## config.mk

```make
export PLATFORM = sky130hd
export DESIGN_NAME = acquisition_sequencer
export DESIGN_NICKNAME = d
export VERILOG_FILES = /design/src/rtl/acquisition_sequencer.sv
export SDC_FILE = /design/constraint.sdc
export NUM_CORES = 1
export LEC_CHECK = 0
export CAP_MARGIN = 20
export CORE_UTILIZATION = 25
export DETAILED_ROUTE_END_ITERATION = 7
export PLACE_DENSITY = 0.44
export SYNTH_ARGS = -nofsm -noshare
export SYNTH_HDL_FRONTEND = slang
export SYNTH_SLANG_ARGS = --single-unit
```

## constraint.sdc

```tcl
create_clock -name Clock -period 4.7 [get_ports Clock]
set_clock_uncertainty 0.2 [all_clocks]
set_input_delay 1.41 -clock Clock [delete_from_list [all_inputs] [get_ports Clock]]
set_output_delay 1.41 -clock Clock [all_outputs]
set_load 0.1 [all_outputs]
```

## src/rtl/acquisition_sequencer.sv

```systemverilog
// rtl/acquisition_sequencer.sv - pre/post-trigger acquisition and readout sequencer for the channel FIFOs
// ACQ_EARLY_TRIGGER_EN: a trigger during PRE_FILL jumps straight to POST with a shortened pre window.
module acquisition_sequencer #(
  parameter int g_Length_Width     = 10,
  parameter int g_FIFO_Depth       = 1024,
  parameter int g_Num_Of_TRG_Units = 8
) (
  input  logic                          Clock,
  input  logic                          Reset,
  input  logic                          Arm,
  input  logic                          Abort,
  input  logic [g_Length_Width-1:0]     Pre_Trigger_Samples,
  input  logic [g_Length_Width-1:0]     Post_Trigger_Samples,
  input  logic [g_Num_Of_TRG_Units-1:0] TRG_Detect_Vector,
  input  logic [g_Num_Of_TRG_Units-1:0] TRG_Enable_Vector,
  output logic                          Fifo_WE,
  output logic                          Fifo_RE,
  output logic                          Out_Valid,
  input  logic                          Out_Ready,
  output logic                          Out_Last,
  output logic                          Busy,
  output logic [2:0]                    State,
  output logic [15:0]                   Event_Count
);
  localparam int CW = $clog2(g_FIFO_Depth + 1);
  localparam int XW = ((CW > g_Length_Width) ? CW : g_Length_Width) + 1;

  typedef enum logic [2:0] {
    S_IDLE     = 3'd0,
    S_PRE_FILL = 3'd1,
    S_WAIT_TRG = 3'd2,
    S_POST     = 3'd3,
    S_READOUT  = 3'd4,
    S_FLUSH    = 3'd5
  } state_t;

  state_t        state, state_next;
  logic [CW-1:0] pre_len, post_len, cnt, occupancy;
  logic [CW-1:0] pre_c, post_c;
  logic [XW-1:0] pre_x, post_x, post_room;
  logic          out_valid, out_last, busy;
  logic [15:0]   event_count;
  logic          trigger, we, re, accept_last;

  assign trigger     = |(TRG_Detect_Vector & TRG_Enable_Vector);
  assign accept_last = out_valid && Out_Ready && out_last;

  // Clamp so that pre + post always fits in one FIFO.
  always_comb begin
    pre_x = XW'(Pre_Trigger_Samples);
    if (pre_x > XW'(g_FIFO_Depth - 1)) pre_x = XW'(g_FIFO_Depth - 1);
    post_room = XW'(g_FIFO_Depth) - pre_x;
    post_x    = XW'(Post_Trigger_Samples);
    if (post_x > post_room) post_x = post_room;
    if (post_x == '0) post_x = XW'(1);
    pre_c  = CW'(pre_x);
    post_c = CW'(post_x);
  end

  always_comb begin
    state_next = state;
    we         = 1'b0;
    re         = 1'b0;
    case (state)
      S_IDLE: begin
        if (Arm) state_next = (pre_c == '0) ? S_WAIT_TRG : S_PRE_FILL;
      end
      S_PRE_FILL: begin
        we = 1'b1;
`ifdef ACQ_EARLY_TRIGGER_EN
        if (trigger) state_next = S_POST;
        else if (cnt == pre_len - CW'(1)) state_next = S_WAIT_TRG;
`else
        if (cnt == pre_len - CW'(1)) state_next = S_WAIT_TRG;
`endif
      end
      S_WAIT_TRG: begin
        // Sliding window: write the new sample and drop the oldest.
        we = (pre_len != '0);
        re = (pre_len != '0);
        if (trigger) state_next = S_POST;
      end
      S_POST: begin
        we = 1'b1;
        if (cnt == post_len - CW'(1)) state_next = S_READOUT;
      end
      S_READOUT: begin
        re = (occupancy != '0) && (!out_valid || Out_Ready);
        if (accept_last) state_next = S_IDLE;
      end
      S_FLUSH: begin
        re = (occupancy != '0);
        if (occupancy <= CW'(1)) state_next = S_IDLE;
      end
      default: state_next = S_IDLE;
    endcase
    if (Abort && state != S_IDLE) state_next = S_FLUSH;
  end

  always_ff @(posedge Clock) begin
    if (Reset) begin
      state       <= S_IDLE;
      pre_len     <= '0;
      post_len    <= '0;
      cnt         <= '0;
      occupancy   <= '0;
      out_valid   <= 1'b0;
      out_last    <= 1'b0;
      busy        <= 1'b0;
      event_count <= '0;
    end else begin
      state     <= state_next;
      busy      <= (state_next != S_IDLE);
      occupancy <= occupancy + CW'(we) - CW'(re);
      if (state == S_IDLE && Arm) begin
        pre_len  <= pre_c;
        post_len <= post_c;
      end
      if (state_next != state || (state != S_PRE_FILL && state != S_POST)) cnt <= '0;
      else cnt <= cnt + CW'(1);
      // In READOUT the occupancy is exactly the number of words still to read.
      if (state == S_READOUT && state_next == S_READOUT) begin
        if (re) begin
          out_valid <= 1'b1;
          out_last  <= (occupancy == CW'(1));
        end else if (Out_Ready) begin
          out_valid <= 1'b0;
          out_last  <= 1'b0;
        end
      end else begin
        out_valid <= 1'b0;
        out_last  <= 1'b0;
      end
      if (state == S_READOUT && state_next == S_IDLE) event_count <= event_count + 16'd1;
    end
  end

  assign Fifo_WE     = we;
  assign Fifo_RE     = re;
  assign Out_Valid   = out_valid;
  assign Out_Last    = out_last;
  assign Busy        = busy;
  assign State       = state;
  assign Event_Count = event_count;
endmodule

```

Yosys cells after proc, flatten, opt, wreduce, memory -nomap -nowiden
Cells that the tools add are included.
{"block": "totals", "regBits": 65, "inputBits": 41, "out_inout_bits": 24, "elab_cells": 72}
{"block": "op_classes", "n_addsub": 7, "n_lt_le_gt_ge": 2, "n_eq_ne": 12, "muxes": 16, "bitwise_logic": 2, "n_reduce_logical": 24}
{"op": "equality test 11 bit", "count": 2}
{"op": "nonzero test 11 bit", "count": 2}
{"op": "2-to-1 mux 3 bit", "count": 7}
{"op": "one-hot mux 3 bit (6 select lines)", "count": 1}
{"op": "adder 16 x 1 -> 16 bit, second input constant", "count": 1}
{"op": "> comparator 10 x 12 -> 1 bit", "count": 1}
{"op": "zero test 12 bit", "count": 1}
{"op": "2-to-1 mux 12 bit", "count": 1}
{"op": "subtractor 11 x 10 -> 12 bit, first input constant", "count": 1}
{"op": "adder 11 x 1 -> 11 bit", "count": 1}
{"op": "adder 11 x 1 -> 11 bit, second input constant", "count": 1}
{"op": "equality test 11 x 1 -> 1 bit, second input constant", "count": 1}
{"op": "<= comparator 11 x 1 -> 1 bit, second input constant", "count": 1}
{"op": "zero test 11 bit", "count": 1}
{"op": "2-to-1 mux 11 bit", "count": 1}
{"op": "subtractor 10 x 1 -> 11 bit, second input constant", "count": 1}
{"op": "subtractor 11 x 1 -> 11 bit", "count": 1}
{"op": "subtractor 11 x 1 -> 11 bit, second input constant", "count": 1}
{"op": "equality test 3 bit, second input constant", "count": 3}
{"op": "AND 8 bit", "count": 1}
{"op": "logical AND 1 bit", "count": 8}
{"op": "OR reduction 8 bit", "count": 1}
{"op": "equality test 3 x 2 -> 1 bit, second input constant", "count": 2}
{"op": "zero test 3 bit", "count": 2}
{"op": "other kinds (14)", "count": 20}

Longest topological paths before layout
{"block": "depth", "word_depth": 9, "depth_mapped": 19, "mapped_depth_nobuf": 19}

Worst setup path after synthesis
OpenSTA, ideal clock, no wires.
{"block": "synth_path", "path_type": "input to register", "startpoint": "input port Out_Ready", "endpoint": "register occupancy[10]", "setup_time_ps": 128, "arrival_time_ps": 4533, "t_required_ps": 4372, "path_slack_ps": -161, "path_stages": 16, "path_buffers": 0, "cell_sequence": "nand2b_1 o21ai_0 o21a_1 inv_1 ha_1 inv_1 ha_1 inv_1 fa_1 o21bai_1 a21oi_1 o211ai_1 a211oi_1 o41ai_1 xor2_1 nor2_1"}
{"block": "synth_between", "elab_chain_cells": 4}
{"element": "start, declared", "line_no": "19", "rtl": "input logic Out_Ready,"}
{"element": "logical OR 1 bit", "line_no": "88", "rtl": "re = (occupancy != '0) && (!out_valid || Out_Ready);"}
{"element": "logical AND 1 bit", "line_no": "88"}
{"element": "one-hot mux 1 bit (3 select lines)", "line_no": "64", "rtl": "case (state)"}
{"element": "net Fifo_RE", "line_no": "17", "rtl": "output logic Fifo_RE,"}
{"element": "subtractor 11 x 1 -> 11 bit", "line_no": "114", "rtl": "occupancy <= occupancy + CW'(we) - CW'(re);"}
{"element": "end signal, assigned", "line_no": "114"}
{"element": "end, declared", "line_no": "38", "rtl": "logic [CW-1:0] pre_len, post_len, cnt, occupancy;"}
The timed path passes the listed nets, and every way through them passes these cells.
A chain may end at the register's enable or synchronous reset.

Worst setup path after layout
{"block": "layout_path", "startpoint": "input port Pre_Trigger_Samples[2]", "endpoint": "register post_len[2]"}
{"block": "layout_between", "elab_chain_cells": 5}
{"element": "start, declared", "line_no": "12", "rtl": "input logic [g_Length_Width-1:0] Pre_Trigger_Samples,"}
{"element": "subtractor 11 x 10 -> 12 bit *", "line_no": "52", "rtl": "post_room = XW'(g_FIFO_Depth) - pre_x;"}
{"element": "> comparator 10 x 12 -> 1 bit", "line_no": "54", "rtl": "if (post_x > post_room) post_x = post_room;"}
{"element": "2-to-1 mux 12 bit *", "line_no": "54"}
{"element": "zero test 12 bit", "line_no": "55", "rtl": "if (post_x == '0) post_x = XW'(1);"}
{"element": "2-to-1 mux 11 bit *", "line_no": "55"}
{"element": "end signal, assigned", "line_no": "117", "rtl": "post_len <= post_c;"}
{"element": "end, declared", "line_no": "38"}
Mark *: on every way between the ends. The rest lies on a longest branch, timed or not.

==> flow_summary.ini <==
[run_status]
status = complete, no violations

[logic_synthesis]
synth_flop_cell = dfxtp_1
seq_area_frac_synth_pct = 29.1
synth_area_per_cell_um2 = 8.17
synth-seq-cells = 65
netlist_area_um2 = 4480
synth_cells = 548
yosys_warnings = 0
async_flop_share_pct = 0
synth_edf_count = 0
synth_fp_nets = 627
synthDistinctLibCells = 67

[placed_design]
place_congestion = 0.832
placedInstanceArea_um2 = 5570
dpl.hpwl_mm = 9.39
numPortBuffers = 64
place_ws_ns = -0.320

[cts]
post_cts_buffers = 0
cts_tree = done
numClockSinks = 65
insertion_delay_ns = 0.33
cts-buffers-inserted = 9
clkTransAtPathRegs_ns = 0.05
clockRootBuffer = clkbuf_16
cts.path.max_buffers = 2
htree_levels = 3

[layout]
final_common_cell = dfxtp_1
area_delta_synth_final_pct = 32.5
diodes = 0
finalInstanceArea_um2 = 5930
drive_gt1_share_pct = 14.2
regArea_um2 = 1300
final_util_pct = 34.1
multi_input_area_um2 = 3020
fillers = 1814
final_cell_mix = dfxtp_1, nor2_1, clkdlybuf4s50_1, nand2_1, xor2_1
nNetsFinal = 710

[critical_path]
crit_slowest_cell = or4_4
path_delay_family = simple AND/OR/NAND/NOR gates
worst_setup_path_end_kind = flip-flop
cp.depth = 13
cp_num_buf_inv = 2
crit_fanout = 9
worst_setup_path_start_kind = input port
critPathMaxStageDelay_ns = 0.54
criticalPathCategory = in2reg
cp.required_ns = 4.77
reg2reg_depth = 17
arrival_ns = 4.65
critical_path.cell_chain = clkdlybuf4s50_1 -> or4_4 -> or3_4 -> or2_4 -> xnor2_2 -> ha_1 -> nand2_1 -> nor2_2 -> o21a_1 -> o31ai_4 -> buf_4 -> or4_2 -> nand3_1

[timing]
holdWs_ns = 0.300
period_share_pct = 97.3
slew_headroom_pct = 33.6
post-route-min-period_ns = 4.57
max_freq_ghz = 0.219
finalSetupViolations = 0
drv_slew = 0
layout_setup_ws_ns = 0.126
rsz0062_at_grt = false
hold_viol_final = 0
worstMarginPinSlew_ns = 0.992

[power]
leakage_nw = 2.30
p_per_area_nw_per_um2 = 486
peakVddDrop_mv = 0.193
total_power_w = 0.00288

[route]
routed_wl_mm = 12.2
antenna_left = 0
dr.pass1.iters = 5
wire_per_inst_um = 14.2
viasPerCell = 4.72
drcViolationCount = 0
drtIter0Drc = 211
num_vias = 4061

[grt]
first_global_vias = 3967
grt_usage_pct = 14.0
grt_max_degree = 39
antenna_found_initial = 0
overflow = 0
grt_pass1_wl_mm = 20.0

[die]
io_pins = 65
rows = 48
core_area_um2 = 17400
die_y_um = 136
die-area_um2 = 18500
initial_core_util_pct = 25.7
die_w_um = 136

[worst_hold_path]
hold_class = reg2reg
holdPathStages = 1

[job]
drv_cap = 0
## metrics by stage
step | std cells | TNS (ns)
after global routing | 861 | 0
final | 861 | 0
after detailed placement | 845 | -1.90
after CTS | 861 | 0
after floorplan | 548 | -0.0432
after global placement | 845 | -1.53
## cell usage after synthesis (3+ instances only)
master,instances,area share [%]
nor3b_1,6,1.0
or4_1,4,0.67
and2_1,3,0.42
nor4_1,5,0.70
xor2_1,38,7.4
nand3_1,27,3.0
xnor2_1,27,5.3
a22oi_1,5,0.84
a21oi_1,25,2.8
a211oi_1,4,0.67
or2_2,7,0.98
and3_1,10,1.4
a41oi_1,5,0.98
clkbuf_1,15,1.3
nand2_1,48,4.0
ha_1,37,10
nor2_1,65,5.4
inv_1,36,3.0
dfxtp_1,65,29
nor2b_1,9,1.3
o21a_1,5,0.84
a311oi_2,4,1.3
o21ai_0,15,1.7
a31oi_1,4,0.56
nand4_1,9,1.3
nor3_1,15,1.7
mux2i_1,4,0.89
## repair_timing
action | in CTS | in global routing
gates resized for setup | 0 | 6
endpoints found under the hold margin | 0 | 0
hold buffers | 0 | 0
endpoints found under the setup margin | 0 | 5
## metal layers
metal	vias up	global-route usage, %	routed length (µm)
met3	8	3.58	558
li1	2072	-	-
met5	-	0	0
met1	1892	18.9	6190
met2	89	21.6	5310
met4	0	4.24	133
## flip-flops by register name, summed over array words and instances, names as in the netlist
| name | cells |
|---|---|
| Event_Count | 16 |
| Out_Valid | 1 |
| State | 3 |
| occupancy | 11 |
| cnt | 11 |
| Busy | 1 |
| Out_Last | 1 |
| pre_len | 10 |
| post_len | 11 |
## where the power goes
| group | internal [W] | total [W] | switching (W) |
|---|---|---|---|
| Clock | 0.000483 | 0.000723 | 0.000239 |
| Combinational | 0.000619 | 0.00142 | 0.000800 |
| Sequential | 0.000644 | 0.000741 | 0.0000975 |
## cell type report
| cell class | count | area share [%] |
|---|---|---|
| Sequential cell | 65 | 21.9 |
| Inverter | 36 | 2.34 |
| Clock buffer | 15 | 5.02 |
| Clock inverter | 1 | 0.506 |
| Tap cell | 225 | 4.75 |
| Multi-Input combinational cell | 426 | 50.9 |
| Timing Repair Buffer | 93 | 14.5 |
## worst paths after layout
kind | from | to | slack, ns
setup / recovery | Pre_Trigger_Samples[2] | post_len[2] | 0.13
hold / removal | post_len[10] | post_len[10] | 0.30
setup reg to reg | pre_len[3] | occupancy[10] | 0.71
hold reg to reg | post_len[10] | post_len[10] | 0.30
## logic make-up (layout without fill, tap and decap cells)
| logic type | after synthesis | after routing | share of synthesized area (%) |
|---|---|---|---|
| flops | 65 | 65 | 29.1 |
| compound gates | 94 | 94 | 15.5 |
| buf+inv | 57 | 145 | 5.39 |
| xor+xnor | 66 | 66 | 13.2 |
| mux | 4 | 4 | 0.894 |
| fa+ha+maj | 38 | 38 | 10.8 |
| simple gates | 224 | 224 | 25.1 |
Power figures use the tool's default switching activity.
